### src/rtl/uart_rx_fifo_pkg.sv
// rtl/uart_rx_fifo_pkg.sv - shared UART constants and FIFO count type
//
// Purpose: default data width and FIFO pointer width for the UART receive and
//          transmit FIFOs, plus the occupancy count type sized to hold 0..DEPTH.
// Ports:   none (package).
package uart_rx_fifo_pkg;

    localparam int UART_DBIT    = 8;
    localparam int UART_FIFO_AW = 4;

    // One extra bit so a completely full FIFO (DEPTH words) is representable.
    typedef logic [UART_FIFO_AW:0] uart_fifo_cnt_t;

endpackage

### src/rtl/uart_fifo_mem.sv
// rtl/uart_fifo_mem.sv - simple dual-port register array with registered read
//
// Purpose: word storage for the UART FIFOs. One write port, one synchronous
//          read port. The read register clears on reset; the array does not.
// Ports:
//   clk      - clock, rising edge
//   rst      - synchronous active-high reset (read register only)
//   wr_en    - write strobe
//   wr_addr  - write address
//   wr_data  - write word
//   rd_en    - load the read register from rd_addr
//   rd_addr  - read address
//   rd_data  - registered read word, holds until the next rd_en
module uart_fifo_mem
    import uart_rx_fifo_pkg::*;
#(
    parameter int DBIT       = UART_DBIT,
    parameter int ADDR_WIDTH = UART_FIFO_AW
) (
    input  logic                  clk,
    input  logic                  rst,
    input  logic                  wr_en,
    input  logic [ADDR_WIDTH-1:0] wr_addr,
    input  logic [DBIT-1:0]       wr_data,
    input  logic                  rd_en,
    input  logic [ADDR_WIDTH-1:0] rd_addr,
    output logic [DBIT-1:0]       rd_data
);

    localparam int DEPTH = 1 << ADDR_WIDTH;

    logic [DBIT-1:0] mem_q [DEPTH];
    logic [DBIT-1:0] rd_data_q;

    always_ff @(posedge clk) begin
        if (wr_en) begin
            mem_q[wr_addr] <= wr_data;
        end
    end

    // Read samples the array before this edge's write lands, so a read and a
    // write to the same slot (full FIFO) returns the old word.
    always_ff @(posedge clk) begin
        if (rst) begin
            rd_data_q <= '0;
        end else if (rd_en) begin
            rd_data_q <= mem_q[rd_addr];
        end
    end

    assign rd_data = rd_data_q;

endmodule

### src/rtl/uart_rx_fifo.sv
// rtl/uart_rx_fifo.sv - UART receive FIFO with occupancy flags and sticky overrun
//
// Purpose: captures each received word on the receiver's done strobe into a
//          circular buffer and lets the consumer drain it with registered data.
// Ports:
//   clk, rst     - clock and synchronous active-high reset
//   wr_en/wr_data- word from the receiver (one-cycle strobe)
//   rd_en        - read request; rd_data/rd_valid follow one cycle later
//   empty, full, almost_full, count - occupancy status from registered count
//   overrun      - sticky: a word was dropped while full
//   overrun_clr  - clears overrun (a same-cycle overflow wins)
module uart_rx_fifo
    import uart_rx_fifo_pkg::*;
#(
    parameter int DBIT       = UART_DBIT,
    parameter int ADDR_WIDTH = UART_FIFO_AW,
    parameter int AF_THRESH  = 12
) (
    input  logic                  clk,
    input  logic                  rst,
    input  logic                  wr_en,
    input  logic [DBIT-1:0]       wr_data,
    input  logic                  rd_en,
    output logic [DBIT-1:0]       rd_data,
    output logic                  rd_valid,
    output logic                  empty,
    output logic                  full,
    output logic                  almost_full,
    output logic [ADDR_WIDTH:0]   count,
    output logic                  overrun,
    input  logic                  overrun_clr
);

    localparam int                DEPTH     = 1 << ADDR_WIDTH;
    localparam logic [ADDR_WIDTH:0] DEPTH_CNT = (ADDR_WIDTH+1)'(DEPTH);
    localparam logic [ADDR_WIDTH:0] AF_CNT    = (ADDR_WIDTH+1)'(AF_THRESH);

    logic [ADDR_WIDTH-1:0] wr_ptr_q, wr_ptr_d;
    logic [ADDR_WIDTH-1:0] rd_ptr_q, rd_ptr_d;
    logic [ADDR_WIDTH:0]   count_q, count_d;
    logic                  rd_valid_q, rd_valid_d;
    logic                  overrun_q, overrun_d;

    logic rd_accept;
    logic wr_accept;
    logic overflow;

    assign empty       = (count_q == '0);
    assign full        = (count_q == DEPTH_CNT);
    assign almost_full = (count_q >= AF_CNT);

    // A read frees a slot in the same cycle, so a write at full is still taken
    // when paired with a read. No bypass: a read while empty is just ignored.
    assign rd_accept = rd_en && !empty;
    assign wr_accept = wr_en && (!full || rd_accept);
    assign overflow  = wr_en && full && !rd_accept;

    always_comb begin
        wr_ptr_d   = wr_ptr_q;
        rd_ptr_d   = rd_ptr_q;
        count_d    = count_q;
        rd_valid_d = rd_accept;
        overrun_d  = overrun_q;

        if (wr_accept) begin
            wr_ptr_d = wr_ptr_q + 1'b1;
        end
        if (rd_accept) begin
            rd_ptr_d = rd_ptr_q + 1'b1;
        end
        if (wr_accept && !rd_accept) begin
            count_d = count_q + 1'b1;
        end else if (rd_accept && !wr_accept) begin
            count_d = count_q - 1'b1;
        end

        // Set has priority over clear so a fresh drop is never lost.
        if (overflow) begin
            overrun_d = 1'b1;
        end else if (overrun_clr) begin
            overrun_d = 1'b0;
        end
    end

    always_ff @(posedge clk) begin
        if (rst) begin
            wr_ptr_q   <= '0;
            rd_ptr_q   <= '0;
            count_q    <= '0;
            rd_valid_q <= 1'b0;
            overrun_q  <= 1'b0;
        end else begin
            wr_ptr_q   <= wr_ptr_d;
            rd_ptr_q   <= rd_ptr_d;
            count_q    <= count_d;
            rd_valid_q <= rd_valid_d;
            overrun_q  <= overrun_d;
        end
    end

    uart_fifo_mem #(
        .DBIT       (DBIT),
        .ADDR_WIDTH (ADDR_WIDTH)
    ) u_mem (
        .clk     (clk),
        .rst     (rst),
        .wr_en   (wr_accept),
        .wr_addr (wr_ptr_q),
        .wr_data (wr_data),
        .rd_en   (rd_accept),
        .rd_addr (rd_ptr_q),
        .rd_data (rd_data)
    );

    assign count    = count_q;
    assign rd_valid = rd_valid_q;
    assign overrun  = overrun_q;

endmodule

### config.mk
export PLATFORM = sky130hd
export DESIGN_NAME = uart_rx_fifo
export DESIGN_NICKNAME = d
export VERILOG_FILES = /design/src/rtl/uart_rx_fifo_pkg.sv /design/src/rtl/uart_fifo_mem.sv /design/src/rtl/uart_rx_fifo.sv
export SDC_FILE = /design/constraint.sdc
export NUM_CORES = 1
export LEC_CHECK = 0
export CORE_MARGIN = 5
export CORE_UTILIZATION = 54
export CTS_CLUSTER_DIAMETER = 200
export DETAILED_ROUTE_END_ITERATION = 8
export PLACE_DENSITY = 0.88
export SKIP_CTS_REPAIR_TIMING = 1
export SLEW_MARGIN = 25
export SYNTH_ARGS = -nofsm -noshare
export SYNTH_HDL_FRONTEND = slang
export SYNTH_SLANG_ARGS = --single-unit
### constraint.sdc
create_clock -name clk -period 2.6 [get_ports clk]
set_input_delay 0.78 -clock clk [delete_from_list [all_inputs] [get_ports clk]]
set_output_delay 0.78 -clock clk [all_outputs]
set_load 0.01 [all_outputs]
# == Yosys cells after proc, flatten, opt, wreduce, memory -nomap -nowiden ==
# Memories as Yosys holds them, arrays and structs flattened. A register that Yosys moved wholly into a read port is not among the register bits.
# Index checks and enable logic that the tools add are counted.
# totals
reg_bits,15
latch_bits,0
ramBits,128
rom_bits,0
input_bits,13
output_inout_bits,18
word_cells,32
mem_count,1
# memory_table
name,words,word_bits,read_ports,rd_ports_with_merged_regs,wr,line,text
u_mem.mem_q,16,8,1,1,1,uart_fifo_mem.sv:32,logic [DBIT-1:0] mem_q [DEPTH];
# classes
add_sub_neg,4
mul,0
n_div,0
n_lt_le_gt_ge,1
n_eq_ne,1
n_shift,0
n_mux,6
n_bitwise,0
reduce_logical,14
# ops
op,n
5-bit 2-to-1 mux,2
4-bit by 1-bit adder with 4-bit output (second input constant),2
1-bit logical AND,6
5-bit by 1-bit adder with 5-bit output (second input constant),1
5-bit == test (second input constant),1
5-bit by 4-bit >= comparator with 1-bit output (second input constant),1
5-bit zero test,1
5-bit by 1-bit subtractor with 5-bit output (second input constant),1
1-bit zero test,4
1-bit 2-to-1 mux,4
2-bit nonzero test,2
1-bit logical OR,1

# == Longest topological paths before layout ==
# depth
word_depth,9
mapped_depth,12
ltp_nobuf,11

# == By module ==
# Synthesis repeated with hierarchy kept, for this count alone.
# hier_totals
hier_cells,409
hier_area_um2,6157.2
# by_module_without_submodules
module,n_inst,cells_per_inst,area_per_inst_um2,seq_area_each_um2
uart_fifo_mem,1,316,5343.9,4003.8
uart_rx_fifo,1,93,813.3,300.3

# == Worst setup path after synthesis ==
# No wires, ideal clock.
# synth_timing
kind,register -> register
startpoint,"reg count_q[0], in the netlist count[0]"
endpoint,"reg count_q[4], in the netlist count[4]"
setup_time_ns,0.121
arrival_time_ns,2.764
required_time_ns,2.479
path_slack_ns,-0.285
stages_incl_launch_ff,11
n_path_buf,1
synth_period_minus_slack_ns,2.885
cell_sequence,dfxtp_1 or4_4 o31a_1 buf_6 ha_1 inv_1 ha_1 a21o_1 a21oi_1 mux2i_1 mux2_2
# synth_between
elab_chain_cells,8
elab_cells_between_ends,16
cone_classes,add/sub (2); eq/ne (1); mux (2); reduce/logical (11)
# synth_rtl
element,line,text
from (decl),uart_rx_fifo.sv:40,"logic [ADDR_WIDTH:0] count_q, count_d;"
from (signal assigned),uart_rx_fifo.sv:95,count_q <= count_d;
5-bit zero test,uart_rx_fifo.sv:48,assign empty = (count_q == '0);
1-bit zero test,uart_rx_fifo.sv:54,assign rd_accept = rd_en && !empty;
1-bit logical AND,uart_rx_fifo.sv:54,
1-bit logical OR *,uart_rx_fifo.sv:55,assign wr_accept = wr_en && (!full || rd_accept);
1-bit logical AND *,uart_rx_fifo.sv:55,
net u_mem.wr_en,uart_fifo_mem.sv:22,"input logic wr_en,"
1-bit zero test,uart_rx_fifo.sv:73,end else if (rd_accept && !wr_accept) begin
1-bit logical AND,uart_rx_fifo.sv:73,
2-bit nonzero test (no source line),-,
# Mark *: on every way through the listed nets, which the timed path passes. The rest lies on a longest branch. The select of a mux whose other input is x is not followed.
# A chain may end at the register's enable or synchronous reset.

# == Worst setup path after layout ==
# layout_timing
startpoint,"reg count_q[1], in the netlist count[1]"
endpoint,"reg count_q[4], in the netlist count[4]"
# layout_between
elab_chain_cells,8
elab_cells_between_ends,16
cone_classes,add/sub (2); eq/ne (1); mux (2); reduce/logical (11)
# layout_rtl
element
branches (longest 8 deep; another with 5-bit by 1-bit subtractor with 5-bit output)
# Parallel ways; which one is timed is not known. The select of a mux whose other input is x is not followed.

==> flow_summary.ini <==
[outcome]
status = finished, violations left
violations = negative setup slack

[synth]
syn_area_um2 = 6057
yosysWarnings = 0
syn-instance-count = 401
avgSynthCellArea_um2 = 15.10
synth_nets = 425
ys_ff_latch = 151
ys_types = 35
ys_seq_area_frac = 0.7106

[clocking]
numCtsBuffers = 17
cts.sinks = 151
insertion_delay_ns = 0.42
htree_num_levels = 4
cts-root-buf = clkbuf_16
cts_buffer_depth = 2
path_clk_slew_ns = 0.06
cts_tree = built

[route]
drc_errors = 0
wl_per_cell_um = 21.78
finalWirelength_mm = 13.46
drt_iter0_drc = 431
ant_nets = 0
first_pass_iters = 5
num_vias = 3644
vias_per_cell = 5.896

[critical_path]
arrival_ns = 2.95
slowest_delay_ns = 0.56
path_class = register to register
worst_ep_required_time_ns = 2.91
critPathTopFamily = compound AO/OA/AOI/OAI gates
cp_common_cell = ha_4
path_buf_inv = 1
path_max_fanout = 5
slowest_stage = or4_4
start_kind = register
path_cells = or4_4, o31a_1, ha_4, inv_4, ha_4, a21o_1, a21oi_2, mux2i_1, mux2_2
end_kind = register

[pwr]
ir_worst_vdd_mv = 0.4900
p_per_area_nw_per_um2 = 891.8
power.leakage_nw = 2.428

[die]
die_h_um = 115.9
initial_core_util = 0.5539
coreArea_um2 = 10940
die_w_um = 115.9
dieArea_um2 = 13440
ios = 31
row_count = 38

[cells_and_area]
drive_above_1_share = 0.1736
diodes = 0
most-common-layout-cells = edfxtp_1, mux2i_1, nor2_1, buf_4, o22ai_1
nets = 489
final_util = 0.6691
area.growth.synth_to_final_pct = 20.80
final_area_um2 = 7317
mostFrequentLayoutCell = edfxtp_1

[run]
drv_cap = 0

[grt]
grt_max_degree = 34
antenna_found_initial = 0
grt_pass1_vias = 3724
grt_pass1_wl_mm = 20.72
grt_overflow = 0
track_usage = 0.2160

[placement]
dpl_cell_area_um2 = 6751
io_buffer_count = 30
routabilityCongestion = 0.8428
dp_hpwl_mm = 8.597

[timing]
fmax_mhz = 379.2
setup_ws_ns = -0.03728
max_slew_margin = 0.5433
post-route-min-period_ns = 2.637
tightest_slew_ns = 0.6829
slew_violations = 0
setup_viol = 1
final_hold_viol_count = 0
clock_skew_ns = 0.007170
fin_crit_sh = 1.014
rsz0062_at_grt = true

[hold_path]
hold_path.class = register to register
-- flip-flops by register name (all words and copies together), names as in the netlist --
signal	count
u_mem.rd_data	8
wr_ptr_q	4
rd_valid	1
count	5
overrun	1
rd_ptr_q	4
u_mem.mem_q	128
-- kinds of logic (layout without fill, tap and decap cells) --
| kind of cell | count (synthesis) | count (layout) | share of synthesized area |
|---|---|---|---|
| xor+xnor | 9 | 9 | 0.01301 |
| compound gates | 50 | 50 | 0.05268 |
| flops | 151 | 151 | 0.7106 |
| simple gates | 83 | 83 | 0.06507 |
| mux | 67 | 67 | 0.1109 |
| fa+ha+maj | 11 | 11 | 0.02396 |
| buf+inv | 30 | 107 | 0.02376 |
-- where the power goes --
group          total [mW]  switching, mW  internal [mW]
Clock                2.30          0.956           1.35
Sequential           2.89          0.113           2.77
Combinational        1.34          0.718          0.619
Total                6.53           1.79           4.74
-- layer usage --
metal,track usage,share of wire
met3,0.05640,0.065
met2,0.3625,0.51
met1,0.2611,0.39
met4,0.1029,0.035
met5,0,0
-- stage by stage --
| step | hold WS, ns | total power, mW | setup TNS [ns] | instances | worst slack, ns |
|---|---|---|---|---|---|
| after floorplan | 0.5141 | 3.663 | -0.03547 | 401 | -0.03547 |
| after global placement | 0.4895 | 4.168 | -0.5218 | 586 | -0.3393 |
| after detailed placement | 0.4991 | 4.253 | -1.700 | 586 | -0.4639 |
| after CTS | 0.5068 | 6.542 | -0.6283 | 618 | -0.4051 |
| after global routing | 0.5290 | 6.772 | -0.1836 | 618 | -0.1519 |
| final | 0.4999 | 6.525 | -0.03728 | 618 | -0.03728 |
-- final cells by class --
cell class                 instances  area, um2
clock buffer                      19      442.9
multi-input combinational        220       1640
inverter                           9      38.79
timing repair buffer              66      580.6
clock inverter                    13      125.1
fill                             691       3618
sequential                       151       4314
tap                              140      175.2
-- worst paths after layout --
path,from,slack [ns],cells past startpoint,endpoint
worst min register to register,u_mem.rd_data[2],0.50,2,u_mem.rd_data[2]
worst min-delay path,u_mem.rd_data[2],0.50,2,u_mem.rd_data[2]
worst max register to register,count[1],-0.04,9,count[4]
worst max-delay path,count[1],-0.04,9,count[4]
-- synth_stat cells --
cell type,number,area [um2]
a211oi_1,8,60.06
a21o_1,1,7.510
a21oi_1,7,35.03
buf_2,10,50.05
buf_4,3,22.52
buf_6,1,11.26
clkbuf_1,7,26.28
dfxtp_1,23,460.4
edfxtp_1,128,3844
fa_1,1,20.02
ha_1,10,125.1
inv_1,8,30.03
inv_2,1,3.750
mux2_2,1,11.26
mux2i_1,66,660.6
nand2_1,12,45.04
nand2_4,1,11.26
nand2b_1,2,12.51
nand3_1,2,10.01
nand3b_1,3,22.52
nand4_1,1,6.260
nand4_2,1,12.51
nor2_1,44,165.2
nor2b_1,1,6.260
nor3_1,4,20.02
nor4_1,8,50.05
o21a_1,1,7.510
o22ai_1,32,200.2
o31a_1,1,8.760
or2_2,1,6.260
or3_1,1,6.260
or3b_2,1,8.760
or4_4,1,11.26
xnor2_1,2,17.52
xor2_1,7,61.31
-- tightest hold or removal path, stage by stage, from the launching register on --
cell	delay, ns
dfxtp_1	0.31
nor2_1	0.09
a211oi_1	0.05
Power figures use the tool's default switching activity.
